--- config.mk ---
export PLATFORM = sky130hd
export DESIGN_NAME = emu_xactor_flat
export DESIGN_NICKNAME = d
export VERILOG_FILES = /design/src/rtl/emu_pkg.sv /design/src/rtl/emu_host_if.sv /design/src/rtl/emu_regbank.sv /design/src/rtl/emu_xactor.sv /design/src/flat_wrapper.sv
export SDC_FILE = /design/constraint.sdc
export NUM_CORES = 1
export LEC_CHECK = 0
export BUFFER_PORTS_ARGS = -buffer_cell sky130_fd_sc_hd__buf_4
export CAP_MARGIN = 20
export CELL_PAD_IN_SITES_DETAIL_PLACEMENT = 0
export CELL_PAD_IN_SITES_GLOBAL_PLACEMENT = 2
export CORE_MARGIN = 2
export CORE_UTILIZATION = 35
export DETAILED_ROUTE_END_ITERATION = 16
export PLACE_DENSITY = 0.87
export SYNTH_ARGS = -nofsm -noshare
export SYNTH_HDL_FRONTEND = slang
export SYNTH_SLANG_ARGS = --single-unit
--- constraint.sdc ---
create_clock -name clk -period 2.2 [get_ports clk]
set_input_delay 0 -clock clk [delete_from_list [all_inputs] [get_ports clk]]
set_output_delay 0 -clock clk [all_outputs]
set_load 0.02 [all_outputs]
--- src/rtl/emu_pkg.sv ---
// Shared definitions for the co-emulation transactor: FSM state codes,
// host register map helpers and status bit positions.
package emu_pkg;

    typedef logic [2:0] emu_state_t;

    localparam emu_state_t ST_IDLE    = 3'd0;
    localparam emu_state_t ST_LOAD    = 3'd1;
    localparam emu_state_t ST_RUN     = 3'd2;
    localparam emu_state_t ST_CAPTURE = 3'd3;
    localparam emu_state_t ST_DONE    = 3'd4;

    localparam int STAT_BUSY_BIT = 0;
    localparam int STAT_DONE_BIT = 1;

    // Control registers sit at the top of the address space so the
    // stimulus/capture slices can grow from address 0 upwards.
    function automatic int unsigned stat_addr(input int unsigned aw);
        return (32'd1 << aw) - 32'd1;
    endfunction

    function automatic int unsigned cyc_addr(input int unsigned aw);
        return (32'd1 << aw) - 32'd2;
    endfunction

endpackage

--- src/rtl/emu_host_if.sv ---
// Host-side register bus plus start/status handshake of the transactor.
interface emu_host_if #(
    parameter int ADDR_W = 8,
    parameter int BUS_W  = 8
);
    logic [ADDR_W-1:0] host_addr;
    logic [BUS_W-1:0]  host_wdata;
    logic              host_we;
    logic [BUS_W-1:0]  host_rdata;
    logic              cmd_start;
    logic              busy;
    logic              done;

    modport master (
        output host_addr, host_wdata, host_we, cmd_start,
        input  host_rdata, busy, done
    );

    modport slave (
        input  host_addr, host_wdata, host_we, cmd_start,
        output host_rdata, busy, done
    );
endinterface

--- src/rtl/emu_regbank.sv ---
// Stimulus shadow/applied banks, capture bank and registered host read mux.
module emu_regbank
    import emu_pkg::*;
#(
    parameter int BUS_W  = 8,
    parameter int N_IN   = 4,
    parameter int N_OUT  = 3,
    parameter int ADDR_W = 8
) (
    input  logic                   clk,
    input  logic                   reset,
    input  logic [ADDR_W-1:0]      host_addr,
    input  logic [BUS_W-1:0]       host_wdata,
    input  logic                   host_we,
    input  logic                   load,
    input  logic                   capture,
    input  logic                   busy,
    input  logic                   done,
    input  logic [N_OUT*BUS_W-1:0] dut_out,
    output logic [N_IN*BUS_W-1:0]  dut_in,
    output logic [BUS_W-1:0]       host_rdata
);

    localparam logic [ADDR_W-1:0] STAT_A = ADDR_W'(stat_addr(ADDR_W));

    logic [BUS_W-1:0] shadow [N_IN];
    logic [BUS_W-1:0] cap    [N_OUT];
    logic [BUS_W-1:0] rdata_nxt;

    // Slice 0 maps to the most significant slice of the flat DUT vectors.
    always_ff @(posedge clk) begin
        if (reset) begin
            for (int i = 0; i < N_IN; i++) shadow[i] <= '0;
            for (int i = 0; i < N_OUT; i++) cap[i] <= '0;
            dut_in     <= '0;
            host_rdata <= '0;
        end else begin
            for (int i = 0; i < N_IN; i++) begin
                if (host_we && host_addr == ADDR_W'(i)) shadow[i] <= host_wdata;
            end
            if (load) begin
                for (int i = 0; i < N_IN; i++) dut_in[(N_IN-1-i)*BUS_W +: BUS_W] <= shadow[i];
            end
            if (capture) begin
                for (int i = 0; i < N_OUT; i++) cap[i] <= dut_out[(N_OUT-1-i)*BUS_W +: BUS_W];
            end
            host_rdata <= rdata_nxt;
        end
    end

    always_comb begin
        rdata_nxt = '0;
        for (int i = 0; i < N_OUT; i++) begin
            if (host_addr == ADDR_W'(i)) rdata_nxt = cap[i];
        end
        if (host_addr == STAT_A) begin
            rdata_nxt[STAT_DONE_BIT] = done;
            rdata_nxt[STAT_BUSY_BIT] = busy;
        end
    end

endmodule

--- src/rtl/emu_xactor.sv ---
// Co-emulation transactor: loads stimulus, runs the DUT for a programmed
// number of clock-enable cycles, captures its outputs and flags completion.
module emu_xactor
    import emu_pkg::*;
#(
    parameter int BUS_W  = 8,
    parameter int N_IN   = 4,
    parameter int N_OUT  = 3,
    parameter int ADDR_W = 8,
    parameter int CYC_W  = 8
) (
    input  logic                   clk,
    input  logic                   reset,
    emu_host_if.slave              host,
    output logic [N_IN*BUS_W-1:0]  dut_in,
    input  logic [N_OUT*BUS_W-1:0] dut_out,
    output logic                   dut_ce,
    output logic                   led
);

    localparam logic [ADDR_W-1:0] CYC_A = ADDR_W'(cyc_addr(ADDR_W));

    emu_state_t       state, state_nxt;
    logic [CYC_W-1:0] run_cnt;
    logic [CYC_W-1:0] cyc_left;
    logic             done_q;
    logic [3:0]       led_cnt;

    always_comb begin
        state_nxt = state;
        case (state)
            ST_IDLE, ST_DONE: if (host.cmd_start) state_nxt = ST_LOAD;
            ST_LOAD:          state_nxt = (run_cnt != '0) ? ST_RUN : ST_CAPTURE;
            ST_RUN:           if (cyc_left == CYC_W'(1)) state_nxt = ST_CAPTURE;
            ST_CAPTURE:       state_nxt = ST_DONE;
            default:          state_nxt = ST_IDLE;
        endcase
    end

    // dut_ce is a flop driven from the next state so the DUT sees a clean enable.
    always_ff @(posedge clk) begin
        if (reset) begin
            state    <= ST_IDLE;
            run_cnt  <= CYC_W'(1);
            cyc_left <= '0;
            done_q   <= 1'b0;
            dut_ce   <= 1'b0;
            led_cnt  <= '0;
        end else begin
            state  <= state_nxt;
            dut_ce <= (state_nxt == ST_RUN);
            if (host.host_we && host.host_addr == CYC_A) run_cnt <= CYC_W'(host.host_wdata);
            case (state)
                ST_LOAD: begin
                    cyc_left <= run_cnt;
                    done_q   <= 1'b0;
                end
                ST_RUN:     if (cyc_left != '0) cyc_left <= cyc_left - CYC_W'(1);
                ST_CAPTURE: done_q <= 1'b1;
                default:    ;
            endcase
            if (dut_ce) led_cnt <= led_cnt + 4'd1;
        end
    end

    assign host.busy = (state == ST_LOAD) || (state == ST_RUN) || (state == ST_CAPTURE);
    assign host.done = done_q;
    assign led       = led_cnt[3];

    emu_regbank #(
        .BUS_W  (BUS_W),
        .N_IN   (N_IN),
        .N_OUT  (N_OUT),
        .ADDR_W (ADDR_W)
    ) u_regbank (
        .clk        (clk),
        .reset      (reset),
        .host_addr  (host.host_addr),
        .host_wdata (host.host_wdata),
        .host_we    (host.host_we),
        .load       (state == ST_LOAD),
        .capture    (state == ST_CAPTURE),
        .busy       (host.busy),
        .done       (done_q),
        .dut_out    (dut_out),
        .dut_in     (dut_in),
        .host_rdata (host.host_rdata)
    );

endmodule

--- src/flat_wrapper.sv ---
// flat-port wrapper written by rule: the top's interface ports become plain ports
module emu_xactor_flat import emu_pkg::*;
#(
    parameter int BUS_W  = 8,
    parameter int N_IN   = 4,
    parameter int N_OUT  = 3,
    parameter int ADDR_W = 8,
    parameter int CYC_W  = 8
)
  (clk, reset, dut_in, dut_out, dut_ce, led, host_host_addr, host_host_wdata, host_host_we, host_cmd_start, host_host_rdata, host_busy, host_done);
  emu_host_if #(.ADDR_W(ADDR_W), .BUS_W(BUS_W)) host_i ();
  input  logic clk;
  input  logic reset;
  output logic [N_IN*BUS_W-1:0] dut_in;
  input  logic [N_OUT*BUS_W-1:0] dut_out;
  output logic dut_ce;
  output logic led;
  input wire logic [$bits(host_i.host_addr)-1:0] host_host_addr;
  input wire logic [$bits(host_i.host_wdata)-1:0] host_host_wdata;
  input wire logic [$bits(host_i.host_we)-1:0] host_host_we;
  input wire logic [$bits(host_i.cmd_start)-1:0] host_cmd_start;
  output wire logic [$bits(host_i.host_rdata)-1:0] host_host_rdata;
  output wire logic [$bits(host_i.busy)-1:0] host_busy;
  output wire logic [$bits(host_i.done)-1:0] host_done;
  assign host_i.host_addr = host_host_addr;
  assign host_i.host_wdata = host_host_wdata;
  assign host_i.host_we = host_host_we;
  assign host_i.cmd_start = host_cmd_start;
  assign host_host_rdata = host_i.host_rdata;
  assign host_busy = host_i.busy;
  assign host_done = host_i.done;
  emu_xactor #(.BUS_W(BUS_W), .N_IN(N_IN), .N_OUT(N_OUT), .ADDR_W(ADDR_W), .CYC_W(CYC_W)) u_core (.clk(clk), .reset(reset), .host(host_i), .dut_in(dut_in), .dut_out(dut_out), .dut_ce(dut_ce), .led(led));
endmodule
==> impl_metrics.env <==
export IMPL_start_util_pct=35.8
export IMPL_setup_tns_final_ps=0
export IMPL_dieArea_um2=15100
export IMPL_yosysWarnings=0
export IMPL_routedWlPerCell_um=14.0
export IMPL_routed_via_density=4.73
export IMPL_grtUsageTotal_pct=15.6
export IMPL_seqPwrFrac_pct=42.8
export IMPL_crit_type="reg -> reg"
export IMPL_cts_buffer_depth=2
export IMPL_synthFlopType="dfxtp_1"
export IMPL_grt_overflow=0
export IMPL_layout_common_cells="buf_4, nand2_1, dfxtp_1"
export IMPL_path_clk_slew_ps=50
export IMPL_power_internal_w=0.00458
export IMPL_total_power_w=0.00590
export IMPL_drc=0
export IMPL_p_comb_share_pct=10.0
export IMPL_syn_inst=468
export IMPL_antenna_cells=0
export IMPL_synth_area_top_cells="edfxtp_1, dfxtp_1, and2_1"
export IMPL_synth_area_leader_cell="edfxtp_1"
export IMPL_maxSlewHeadroom_pct=49.8
export IMPL_cpMaxStageDelayCell="a211o_1"
export IMPL_yosys_area_top_type_share_pct=34.0
export IMPL_clkSinkCount=121
export IMPL_hp_start="host_host_addr[2]"
export IMPL_max_freq_mhz=533
export IMPL_dr_pass1_iters=4
export IMPL_die_w_um=123
export IMPL_cts_tree="yes"
export IMPL_status="finished, final reports clean"
export IMPL_cp_max_fo=12
export IMPL_final_setup_viol_count=0
export IMPL_io_buffers=87
export IMPL_async_flop_share_pct=0
export IMPL_crit_path_start_kind="flip-flop"
export IMPL_row_count=43
export IMPL_drt_wl_total_um=11000
export IMPL_skew_ps=5.82
export IMPL_post_cts_buffers=0
export IMPL_clk_insertion_delay_late_ps=410
export IMPL_whs_path_depth=5
export IMPL_final_fill_count=1282
export IMPL_antenna_found_initial=0
export IMPL_path_cells="inv_1 -> ha_1 -> nor4bb_1 -> a211o_1 -> a211o_1 -> a21oi_1"
export IMPL_placed_area_um2=5790
export IMPL_drt_initial_drc_count=197
export IMPL_power_density_nw_per_um2=873
export IMPL_core_um2=13800
export IMPL_reg2regPathDepth=6
export IMPL_multiInputGateArea_um2=1840
export IMPL_cap_violations=0
export IMPL_cts_buffers=17
export IMPL_fin_util_pct=48.9
export IMPL_required_ps=2540
export IMPL_syn_nets=515
export IMPL_syn_area_um2=4950
export IMPL_cp_common_cell="a211o_1"
export IMPL_crit_reg2reg_launch="u_core.cyc_left[0]"
export IMPL_dp_hpwl_um=7490
export IMPL_grt_pass1_wl_um=17800
export IMPL_sw_frac_of_total_pct=22.5
export IMPL_ioPinCount=88
export IMPL_drive_gt1_share_pct=22.5
export IMPL_final_cell_area_um2=6760
export IMPL_vias=3728
export IMPL_finalHoldViolCount=0
export IMPL_synth_seq_area_share_pct=60.2
export IMPL_avgSynthCellArea_um2=10.6
export IMPL_maxSlewViolCount=0
export IMPL_min_period_over_period_pct=85.3
export IMPL_pwr_share_clk_pct=47.2
export IMPL_timing_rr_end="u_core.cyc_left[1]"
export IMPL_nNetsFinal=642
export IMPL_endpoint_kind="flip-flop"
export IMPL_power_switching_w=0.00133
export IMPL_gp_congestion=0.786
export IMPL_leakagePower_nw=2.62
export IMPL_synth_distinct_cells=49
export IMPL_holdPathEnd="u_core.u_regbank.host_rdata[0]"
export IMPL_worstPathArrival_ps=2220
export IMPL_tightest_slew_ps=751
export IMPL_crit_path_max_incr_delay_ps=450
export IMPL_ff_latch_area_um2=2980
export IMPL_reg2reg_slack_ps=320
export IMPL_min_path_type="in -> reg"
export IMPL_min_period_ps=1880
export IMPL_area_delta_synth_final_pct=36.5
export IMPL_htreeDepth=4
export IMPL_peakVddDrop_mv=0.629
export IMPL_grt_start_max_net_pins=35
export IMPL_cts_root_buf="clkbuf_16"
export IMPL_ant_nets=0
export IMPL_grt_pass1_vias=3586
export IMPL_dieHeight_um=123
export IMPL_rsz0062_at_grt="false"
export IMPL_synth_edf_count=56
export IMPL_mostFrequentLayoutCell="buf_4"
export IMPL_synth_seq_cells=121
-- cells in the mapped netlist (2+ instances only) --
| library cell | count |
|---|---|
| mux2i_1 | 9 |
| mux2_2 | 2 |
| a21o_1 | 5 |
| nor3_2 | 2 |
| nand3_1 | 8 |
| a211oi_1 | 2 |
| nor3b_1 | 2 |
| buf_2 | 4 |
| xor2_1 | 2 |
| nand2b_1 | 2 |
| o41ai_1 | 3 |
| xnor2_1 | 2 |
| a31oi_1 | 2 |
| dfxtp_1 | 65 |
| nand3b_1 | 3 |
| nor3_1 | 11 |
| nor4_4 | 3 |
| a211o_1 | 2 |
| and2_1 | 57 |
| o21ai_0 | 7 |
| nor4_1 | 2 |
| clkbuf_1 | 15 |
| ha_1 | 3 |
| inv_1 | 7 |
| nand4_1 | 2 |
| nor4_2 | 3 |
| nor2_1 | 22 |
| a21oi_1 | 52 |
| nand2_1 | 87 |
| edfxtp_1 | 56 |
| buf_1 | 3 |
| o211a_1 | 6 |
-- state kept, by name, summed over array words and instances, names as in the netlist --
signal and flops:
u_core.u_regbank.shadow 32, dut_in 25, u_core.u_regbank.cap 24, u_core.u_regbank.dut_in 7, u_core.dut_ce 1, u_core.host.done 1
u_core.u_regbank.host_rdata 8, u_core.cyc_left 8, u_core.run_cnt 8, u_core.state 3, u_core.led_cnt 4
-- worst max path at each step --
stage | from | end | slack [ps] | cells past startpoint
floorplan | host_host_addr[0] | u_core.u_regbank.shadow[1][0] | 260 | 3
global placement | u_core.state[0] | u_core.u_regbank.cap[0][14] | 290 | 3
detailed placement | u_core.state[0] | u_core.u_regbank.cap[0][5] | 200 | 3
CTS | u_core.state[0] | u_core.u_regbank.cap[0][5] | 190 | 3
global route | u_core.cyc_left[0] | u_core.cyc_left[6] | 150 | 6
finish | u_core.cyc_left[0] | u_core.cyc_left[1] | 320 | 6
-- per-stage QoR --
step / std cells / worst slack (ps) / hold slack [ps]
global route: 788 / 148 / 141
global placement: 719 / 289 / 280
floorplan: 468 / 259 / 84.4
detailed placement: 719 / 204 / 282
finish: 788 / 323 / 104
CTS: 787 / 186 / 92.7
-- per-layer routing --
layer	up-vias	part of all wire [%]	global-route usage (%)
met5	-	0	0
met4	0	1.1	4.31
met3	12	5.8	5.86
met2	96	46	24.2
met1	1735	47	20.5
li1	1885	-	-
-- what timing repair did --
action                    4_1_cts  5_1_grt
hold endpoints to repair       84        0
hold buffers                   36        0
gates resized for setup         0        0
-- worst max-delay path, delay by kind of cell (launching register included) --
kind / cells / cell delay (ps)
buffers and inverters: 1 / 90
AO/OA/AOI/OAI: 3 / 900
flip-flops: 1 / 420
AND/OR/NAND/NOR: 1 / 160
adder cells (fa/ha/maj): 1 / 250
-- final cells by class --
cell class | count | area share, %
inverter | 8 | 0.444
sequential | 121 | 44.1
timing repair buffer | 132 | 16.0
clock buffer | 26 | 7.72
multi-input combinational | 315 | 27.2
clock inverter | 6 | 1.24
tap | 180 | 3.33
-- power groups by stage --
stage / registers [W] / clock network, W / logic [W]
after floorplan: 0.00260 / 0 / 0.000289
after global placement: 0.00257 / 0 / 0.000541
after detailed placement: 0.00257 / 0 / 0.000546
after CTS: 0.00253 / 0.00284 / 0.000598
after global routing: 0.00254 / 0.00296 / 0.000655
final: 0.00253 / 0.00278 / 0.000592
-- cells by family (layout without fill, tap and decap cells) --
kind of cell,count (synthesis),after routing,synth area share (%)
AND/OR/NAND/NOR,213,213,23.1
multiplexers,11,11,2.27
XOR/XNOR,4,4,0.708
AO/OA/AOI/OAI,84,84,10.2
buffers and inverters,32,172,2.75
adder cells (fa/ha/maj),3,3,0.758
flip-flops,121,121,60.2
Note: power is estimated with default switching activity, not from simulation.
